--- src/rtl/dg0045_io_pkg.sv ---
// Shared constants for the DG0045 key/display front end: scan geometry,
// default timing parameters and the hex seven-segment table.
package dg0045_io_pkg;

    localparam int SCAN_SLOTS = 4;
    localparam int DIV_W_DEF  = 10;
    localparam int DEB_N_DEF  = 3;

    // Segment order {g,f,e,d,c,b,a}, active-high; entry 15 first.
    localparam logic [15:0][6:0] SEG_TABLE = {
        7'b1110001, 7'b1111001, 7'b1011110, 7'b0111001,
        7'b1111100, 7'b1110111, 7'b1101111, 7'b1111111,
        7'b0000111, 7'b1111101, 7'b1101101, 7'b1100110,
        7'b1001111, 7'b1011011, 7'b0000110, 7'b0111111
    };

endpackage

--- src/rtl/dg0045_hex7seg.sv ---
// Combinational hex digit to seven-segment decoder.
module dg0045_hex7seg
    import dg0045_io_pkg::*;
(
    input  logic [3:0] hex,
    output logic [6:0] seg
);

    assign seg = SEG_TABLE[hex];

endmodule

--- src/rtl/dg0045_key_display.sv ---
// Multiplexed 4-digit display and 4x4 key-matrix scanner for the DG0045 core:
// captures L on ND rising edges, scans digits/rows and debounces keys to KIN.
module dg0045_key_display
    import dg0045_io_pkg::*;
#(
    parameter int DIV_W = DIV_W_DEF,
    parameter int DEB_N = DEB_N_DEF
) (
    input  logic       clk,
    input  logic       rst_n,
    input  logic [3:0] nl_in,
    input  logic       nd_in,
    input  logic [3:0] col_in,
    output logic [3:0] row_out,
    output logic [3:0] dig_out,
    output logic [6:0] seg_out,
    output logic [3:0] kin_out
);

    localparam logic [1:0] DEB_LAST = 2'(DEB_N - 1);

    logic [3:0]       nl_meta, nl_sync;
    logic             nd_meta, nd_sync, nd_prev;
    logic [3:0]       col_meta, col_sync;
    logic [2:0]       arm_cnt;
    logic             armed, nd_rise;
    logic [3:0]       digit [SCAN_SLOTS];
    logic [1:0]       wr_ptr;
    logic [DIV_W-1:0] pres;
    logic [1:0]       scan;
    logic             slot_end, frame_end;
    logic [15:0]      raw, raw_frame, deb;
    logic [1:0]       deb_cnt [16];
    logic [3:0]       sel_n;
    logic [3:0]       seg_hex;
    logic [6:0]       seg_next;
    logic [3:0]       kin_next;

    // Edges are ignored until the synchronizer has flushed its reset contents.
    assign armed     = arm_cnt[2];
    assign nd_rise   = armed & nd_sync & ~nd_prev;
    assign slot_end  = &pres;
    assign frame_end = slot_end && (scan == 2'd3);

    always_ff @(posedge clk or negedge rst_n) begin
        if (!rst_n) begin
            nl_meta  <= '0;
            nl_sync  <= '0;
            nd_meta  <= 1'b0;
            nd_sync  <= 1'b0;
            col_meta <= '0;
            col_sync <= '0;
            nd_prev  <= 1'b1;
            arm_cnt  <= '0;
        end else begin
            nl_meta  <= nl_in;
            nl_sync  <= nl_meta;
            nd_meta  <= nd_in;
            nd_sync  <= nd_meta;
            col_meta <= col_in;
            col_sync <= col_meta;
            nd_prev  <= armed ? nd_sync : 1'b1;
            if (!armed)
                arm_cnt <= arm_cnt + 3'd1;
        end
    end

    always_ff @(posedge clk or negedge rst_n) begin
        if (!rst_n) begin
            for (int i = 0; i < SCAN_SLOTS; i++)
                digit[i] <= '0;
            wr_ptr <= '0;
        end else if (nd_rise) begin
            digit[wr_ptr] <= ~nl_sync;
            wr_ptr        <= wr_ptr + 2'd1;
        end
    end

    always_ff @(posedge clk or negedge rst_n) begin
        if (!rst_n) begin
            pres <= '0;
            scan <= '0;
            raw  <= '0;
        end else begin
            pres <= pres + DIV_W'(1);
            if (slot_end) begin
                scan                  <= scan + 2'd1;
                raw[{scan, 2'b00} +: 4] <= ~col_sync;
            end
        end
    end

    // Row 3 is sampled on the same clk the frame is evaluated.
    always_comb begin
        raw_frame        = raw;
        raw_frame[15:12] = ~col_sync;
    end

    always_ff @(posedge clk or negedge rst_n) begin
        if (!rst_n) begin
            deb <= '0;
            for (int k = 0; k < 16; k++)
                deb_cnt[k] <= '0;
        end else if (frame_end) begin
            for (int k = 0; k < 16; k++) begin
                if (raw_frame[k] == deb[k]) begin
                    deb_cnt[k] <= '0;
                end else if (deb_cnt[k] == DEB_LAST) begin
                    deb[k]     <= ~deb[k];
                    deb_cnt[k] <= '0;
                end else begin
                    deb_cnt[k] <= deb_cnt[k] + 2'd1;
                end
            end
        end
    end

    // Key 0 never reaches the core; lowest pressed index wins.
    always_comb begin
        kin_next = '0;
        for (int k = 15; k >= 1; k--)
            if (deb[k])
                kin_next = 4'(k);
    end

    assign seg_hex = digit[scan];

    dg0045_hex7seg u_hex7seg (
        .hex (seg_hex),
        .seg (seg_next)
    );

    always_ff @(posedge clk or negedge rst_n) begin
        if (!rst_n) begin
            sel_n   <= 4'b1111;
            seg_out <= '0;
            kin_out <= '0;
        end else begin
            sel_n   <= ~(4'b0001 << scan);
            seg_out <= seg_next;
            kin_out <= kin_next;
        end
    end

    assign dig_out = sel_n;
    assign row_out = sel_n;

endmodule

--- config.mk ---
export PLATFORM = sky130hd
export DESIGN_NAME = dg0045_key_display
export DESIGN_NICKNAME = d
export VERILOG_FILES = /design/src/rtl/dg0045_io_pkg.sv /design/src/rtl/dg0045_hex7seg.sv /design/src/rtl/dg0045_key_display.sv
export SDC_FILE = /design/constraint.sdc
export NUM_CORES = 1
export LEC_CHECK = 0
export ABC_AREA = 1
export CORE_ASPECT_RATIO = 0.75
export CORE_MARGIN = 10
export CORE_UTILIZATION = 59
export CTS_BUF_LIST = sky130_fd_sc_hd__clkbuf_8 sky130_fd_sc_hd__clkbuf_16
export DETAILED_ROUTE_END_ITERATION = 16
export PLACE_DENSITY = 0.83
export REMOVE_ABC_BUFFERS = 1
export SYNTH_ARGS = -nofsm -noshare
export SYNTH_HDL_FRONTEND = slang
export SYNTH_SLANG_ARGS = --single-unit
--- constraint.sdc ---
create_clock -name clk -period 2.6 [get_ports clk]
set_clock_uncertainty 0.05 [all_clocks]
set_input_delay 0.52 -clock clk [delete_from_list [all_inputs] [get_ports clk]]
set_output_delay 0.52 -clock clk [all_outputs]
set_load 0.05 [all_outputs]
Word level (Yosys, flattened, before mapping) --
Memory sizes are Yosys's and may differ from the RTL's. A register that Yosys moved wholly into a read port is not among the register bits. Cells that the tools add are included. Widths: inputs -> output; s select.
Word-level totals: register bits after elaboration 121, ROM bits 112, logic and storage cells 218, memories kept 1
Memories:
- (no name shown) | words 16, bits a word 7, rd ports 1, clocked after Yosys merged registers in 1, wr ports 0, RTL line dg0045_hex7seg.sv:9 | assign seg = SEG_TABLE[hex];
Operators by class: $add $sub $neg 20, magnitude comparators 3, equal/unequal tests 31, shift operators 3, multiplexer cells 54, bitwise operators 38, reduce and logical (&&, ||, !) cells 19
Operators by type and width (number):
- $mux 4 | 18
- $mux 2 | 30
- $reduce_and 3->1 | 15
- $add 2x1->2 const B | 17
- $bwmux 16 | 2
- $eq 2x2->1 const B | 16
- $not 1->1 | 31
- $shift 4x6->16 const A | 1
- $shiftx 4x6->16 | 1
- $eq 1x1->1 | 15
- $not 4->4 | 3
- $add 10x1->10 const B | 1
- $reduce_and 10->1 | 1
- $bmux 4 s2 | 1
- $demux 4 s2 | 1
- $ge 3x3->1 const B | 2
- $neg 4->6 | 1
- $not 2->3 | 2
- $shl 1x2->4 const A | 1
- $add 3x1->3 const B | 1
- $lt 3x1->1 const B | 1
- $mux 3 | 1
- $and 1x1->1 | 2
- $logic_and 1x1->1 | 2
- 2 further kinds | 2

Depth between registers and ports, before layout --
depth after elaboration 15, depth in mapped cells 15

Hierarchy --
Synthesis repeated with hierarchy kept, for this count alone.
Unflattened totals: cells, all modules 579, area, all modules 5444.0 sq um
Modules (own cells, without submodules):
- dg0045_key_display | instances 1, cells an instance 525, area an instance 5144.9 sq um, sequential area each 3084.2 sq um
- dg0045_hex7seg | instances 1, cells an instance 54, area an instance 299.0 sq um, sequential area each 0.0 sq um

Worst setup path after synthesis --
No wires, ideal clock.
path kind register to register, start register scan[0], end register seg_out[3], setup time 128 ps, arrival 1737 ps, path slack 685 ps, cell stages (with the launch flop) 10, clock period less this slack 1915 ps, cell sequence dfrtp_1 > buf_2 > nand2_1 > a32oi_1 > inv_1 > ha_1 > nand2_1 > nand2_1 > a21oi_1 > a31oi_1
On the way: longest elaborated chain between the ends 4
Ends and longest elaborated chain:
- start, declared | RTL line dg0045_key_display.sv:30 | logic [1:0] scan;
- start signal, assigned | RTL line dg0045_key_display.sv:87 | scan <= scan + 2'd1;
- $not 2->3 (not written as such) | RTL line dg0045_key_display.sv:126 | assign seg_hex = digit[scan];
- $bmux 4 s2 | RTL line dg0045_key_display.sv:126
- $mux 4 (not written as such) (2 in a row) | RTL line dg0045_key_display.sv:126
- end, declared | RTL line dg0045_key_display.sv:16 | output logic [6:0] seg_out,
Every way passes these cells. The select of a mux whose other input is x is not followed. A chain may end at the register's enable or synchronous reset.

Worst setup path in the final report --
start register sel_n[2] (netlist: dig_out[2]), end output dig_out[2]
RTL lines:
- start, declared | RTL line dg0045_key_display.sv:34 | logic [3:0] sel_n;
- start signal, assigned | RTL line dg0045_key_display.sv:139 | sel_n <= ~(4'b0001 << scan);
- end, declared | RTL line dg0045_key_display.sv:15 | output logic [3:0] dig_out,
No word-level cell between the ends.

==> metrics.md <==
| Metric | Value |
|---|---|
| F_max | 432 MHz |
| Chip Width | 130 um |
| Overall global routing resource usage | 18.2% |
| Total gr overflow | 0 |
| Startpoint Class | flop |
| Root Driver | clkbuf_16 |
| Setup Fix Bufs, Post-CTS | 0 |
| Worst R2R Setup Slack | 0.35 ns |
| Average wire per standard cell | 15.2 um |
| Clock power share | 47.0% |
| Worst endpoint required time | 2.03 ns |
| # DRC | 0 |
| Top_reg_cell synth | dfrtp_1 |
| Status | finished, final reports clean |
| Die Area | 13,400 sq um |
| TritonCTS buffer count | 17 |
| Pins Over Slew Limit | 0 |
| Gates resized, CTS repair | 0 |
| Initial antenna violation count | 0 |
| Mean area per synthesized cell | 9.53 sq um |
| Peak VDD IR | approximately 0.00076 V |
| Finished Layout Cells | 733 |
| RSZ-0062 raised after global routing | no |
| Clock Pin Slew Worst Setup and Hold Paths | 0.05 ns |
| Vias in the first global route | 4,144 |
| Commonest non-fill, non-tap cell in the layout | dfrtp_1 |
| CP peak stage delay | around 0.8 ns |
| Setup WS post-layout | 0.283 ns |
| Netlist cell types | 31 |
| TritonRoute pass-1 iters | 6 |
| Clock Latency Late Sink | 0.41 ns |
| Fill cell count | 607 |
| CP Max Fanout | 2 |
| Pleak | 0.00337 uW |
| Final Cycle Share | 89.1% |
| Worst path cell trace | clkdlybuf4s50_1 |
| Cell internal pwr | 4340 uW |
| Switching Fraction | between 20% and 30% |
| Ratio of cells with drive above 1 in the final layout | 9.18% |
| First-pass GRT wire length | between 15 and 20 mm |
| DR vias | 3,970 |
| CP Capture Type | output port |
| Iter 0 DRT Violations | 271 |
| Clk sinks | ~120 |
| Post-synth EDFFs | 0 |
| CTS tree | done |
| Hold Crit Class | input pin to async pin |
| Area Growth Syn to Fin | 21.1% |
| Flop pwr share | 37.9% |
| Most frequent cells in the layout | 118 x dfrtp_1, 99 x nand2_1, 91 x inv_1 |
| FP Rows | 30 |
| H-tree Lvls | 4 |
| Layout Nets | roughly 640 |
| Synthesized area | roughly 5400 sq um |
| I/O pins | 30 |
| Largest net degree at the start of global routing | between 40 and 50 |
| Slew margin rel. | 64.4% |
| CP delay by family, top | buffers and inverters |
| WL final | approximately 11 mm |
| Post-DP Area | a little under 6000 sq um |
| Sequential-to-total area share from yosys stat | around 57% |
| Pwr Density | between 900 and 1000 nW/um^2 |
| Antenna Nets Post-Route | 0 |
| Mapped Cells | 567 |
| Hold Buf Count CTS | 0 |
| Final TNS setup | 0 ns |
| Max-cap violation count | 0 |
| Tightest Pin Transition | 0.533 ns |
| Core Region | 8970 sq um |
| Number of synthesized register bits | between 100 and 150 |
| WP buf/inv | 1 |
| Crit path DAT | 1.75 ns |
| Gate power share | 15.1% |
| Hold Fails Final Rpt | 0 |
| CP max-delay cell | clkdlybuf4s50_1 |
| Asr flop ratio synth | 100% |
| Vias per std cell | 5.42 |
| Finish-stage setup viols | 0 |
| Fin area | 6540 sq um |
| Clk buf depth | 2 |
| Die Ht | 103 um |
| DP Worst Slack | 0.377 ns |
| Ys Warns | 0 |
| Starting Density | between 60% and 70% |
| Final HPWL DP | 7.37 mm |
| # diodes | 0 |
| Switch Pwr | 1560 uW |
| DP Cell Count | about 700 |
| Crit Path Category | flop to output port |
| IO Port Bufs | 29 |
| Routability cong. | 0.788 |
| Final min period | approximately 2.3 ns |
power groups by stage:
stage / sequential [uW] / combinational, uW / clock [uW]
finish: 2240 / 891 / 2770
global route: 2260 / 1000 / 2910
CTS: 2240 / 902 / 2800
detailed placement: 2260 / 882 / 0
global placement: 2260 / 842 / 0
floorplan: 2420 / 406 / 0
routing by layer:
| metal | GRT usage [%] | routed length [um] |
|---|---|---|
| met1 | 20.8 | 4670 |
| met2 | 31.1 | 5700 |
| met3 | 6.27 | 627 |
| met4 | 6.31 | 111 |
| met5 | 0 | 0 |
per-stage QoR:
stage                     util, %  hold WS (ns)  total power [uW]
after floorplan                 -         0.174              2820
after global placement       65.0         0.283              3100
after detailed placement     65.0         0.285              3150
after CTS                    72.9        0.0456              5940
after global routing         72.9        0.0634              6170
final                        72.9        0.0447              5910
cells by family (layout without fill, tap and decap cells):
| logic type | after synthesis | in the layout | share of synthesized area (%) |
|---|---|---|---|
| adders and majority gates | 18 | 18 | 4.17 |
| AOI/OAI and AO/OA | 81 | 81 | 7.94 |
| and+or+nand+nor | 203 | 203 | 17.3 |
| muxes | 1 | 1 | 0.208 |
| buffers and inverters | 109 | 163 | 8.15 |
| xor gates and xnor gates | 32 | 32 | 5.19 |
| DFF | 123 | 123 | 57.1 |
synth_stat cells, types with 2 or more instances:
library cell | n | share of area, %
dfrtp_1 | 118 | 55
nand2_1 | 99 | 6.9
inv_1 | 91 | 6.3
o21ai_0 | 60 | 5.6
nand3_1 | 37 | 3.4
xor2_1 | 30 | 4.9
nand4_1 | 25 | 2.9
nor2_1 | 25 | 1.7
ha_1 | 18 | 4.2
a21oi_1 | 10 | 0.93
nor3_1 | 7 | 0.65
buf_4 | 5 | 0.69
dfstp_2 | 5 | 2.4
buf_2 | 4 | 0.37
o21ai_1 | 4 | 0.37
a31oi_1 | 3 | 0.35
clkbuf_1 | 3 | 0.21
inv_2 | 3 | 0.21
or2_2 | 3 | 0.35
a32oi_1 | 2 | 0.32
clkinv_1 | 2 | 0.14
nor2_4 | 2 | 0.42
nor4_1 | 2 | 0.23
xnor2_1 | 2 | 0.32
state kept, by name (all words and copies together) (netlist names):
| register | count |
|---|---|
| kin_out | 4 |
| deb | 15 |
| raw | 11 |
| seg_out | 7 |
| nl_sync | 4 |
| wr_ptr | 2 |
| deb_cnt | 30 |
| digit | 16 |
| nl_meta | 4 |
| col_meta | 4 |
| col_sync | 4 |
| nd_prev | 1 |
| dig_out | 4 |
| scan | 2 |
| arm_cnt | 3 |
| nd_sync | 1 |
| pres | 10 |
| nd_meta | 1 |
final cells by class:
type,count,area [sq um],area share [%]
multi-input combinational,335,1880,28.7
timing repair buffer,35,370,5.66
clock buffer,18,439,6.72
inverter,96,360,5.51
sequential,123,3080,47.2
clock inverter,14,268,4.09
tap,112,140,2.14
final timing paths:
| check | from | end | depth (start not counted) |
|---|---|---|---|
| worst max-delay path | dig_out[2]$_DFF_PN1_ | dig_out[2] | 1 |
| worst min-delay path | rst_n | deb_cnt[14]$_DFFE_PN0P_ | 1 |
| worst max register to register | scan[0]$_DFFE_PN0P_ | seg_out[3]$_DFF_PN0_ | 9 |
| worst min register to register | col_meta[1]$_DFF_PN0_ | col_sync[1]$_DFF_PN0_ | 0 |
| max in group asynchronous | rst_n | dig_out[3]$_DFF_PN1_ | 2 |
| min in group clk | col_meta[1]$_DFF_PN0_ | col_sync[1]$_DFF_PN0_ | 0 |
(Power assumes the default switching activity.)
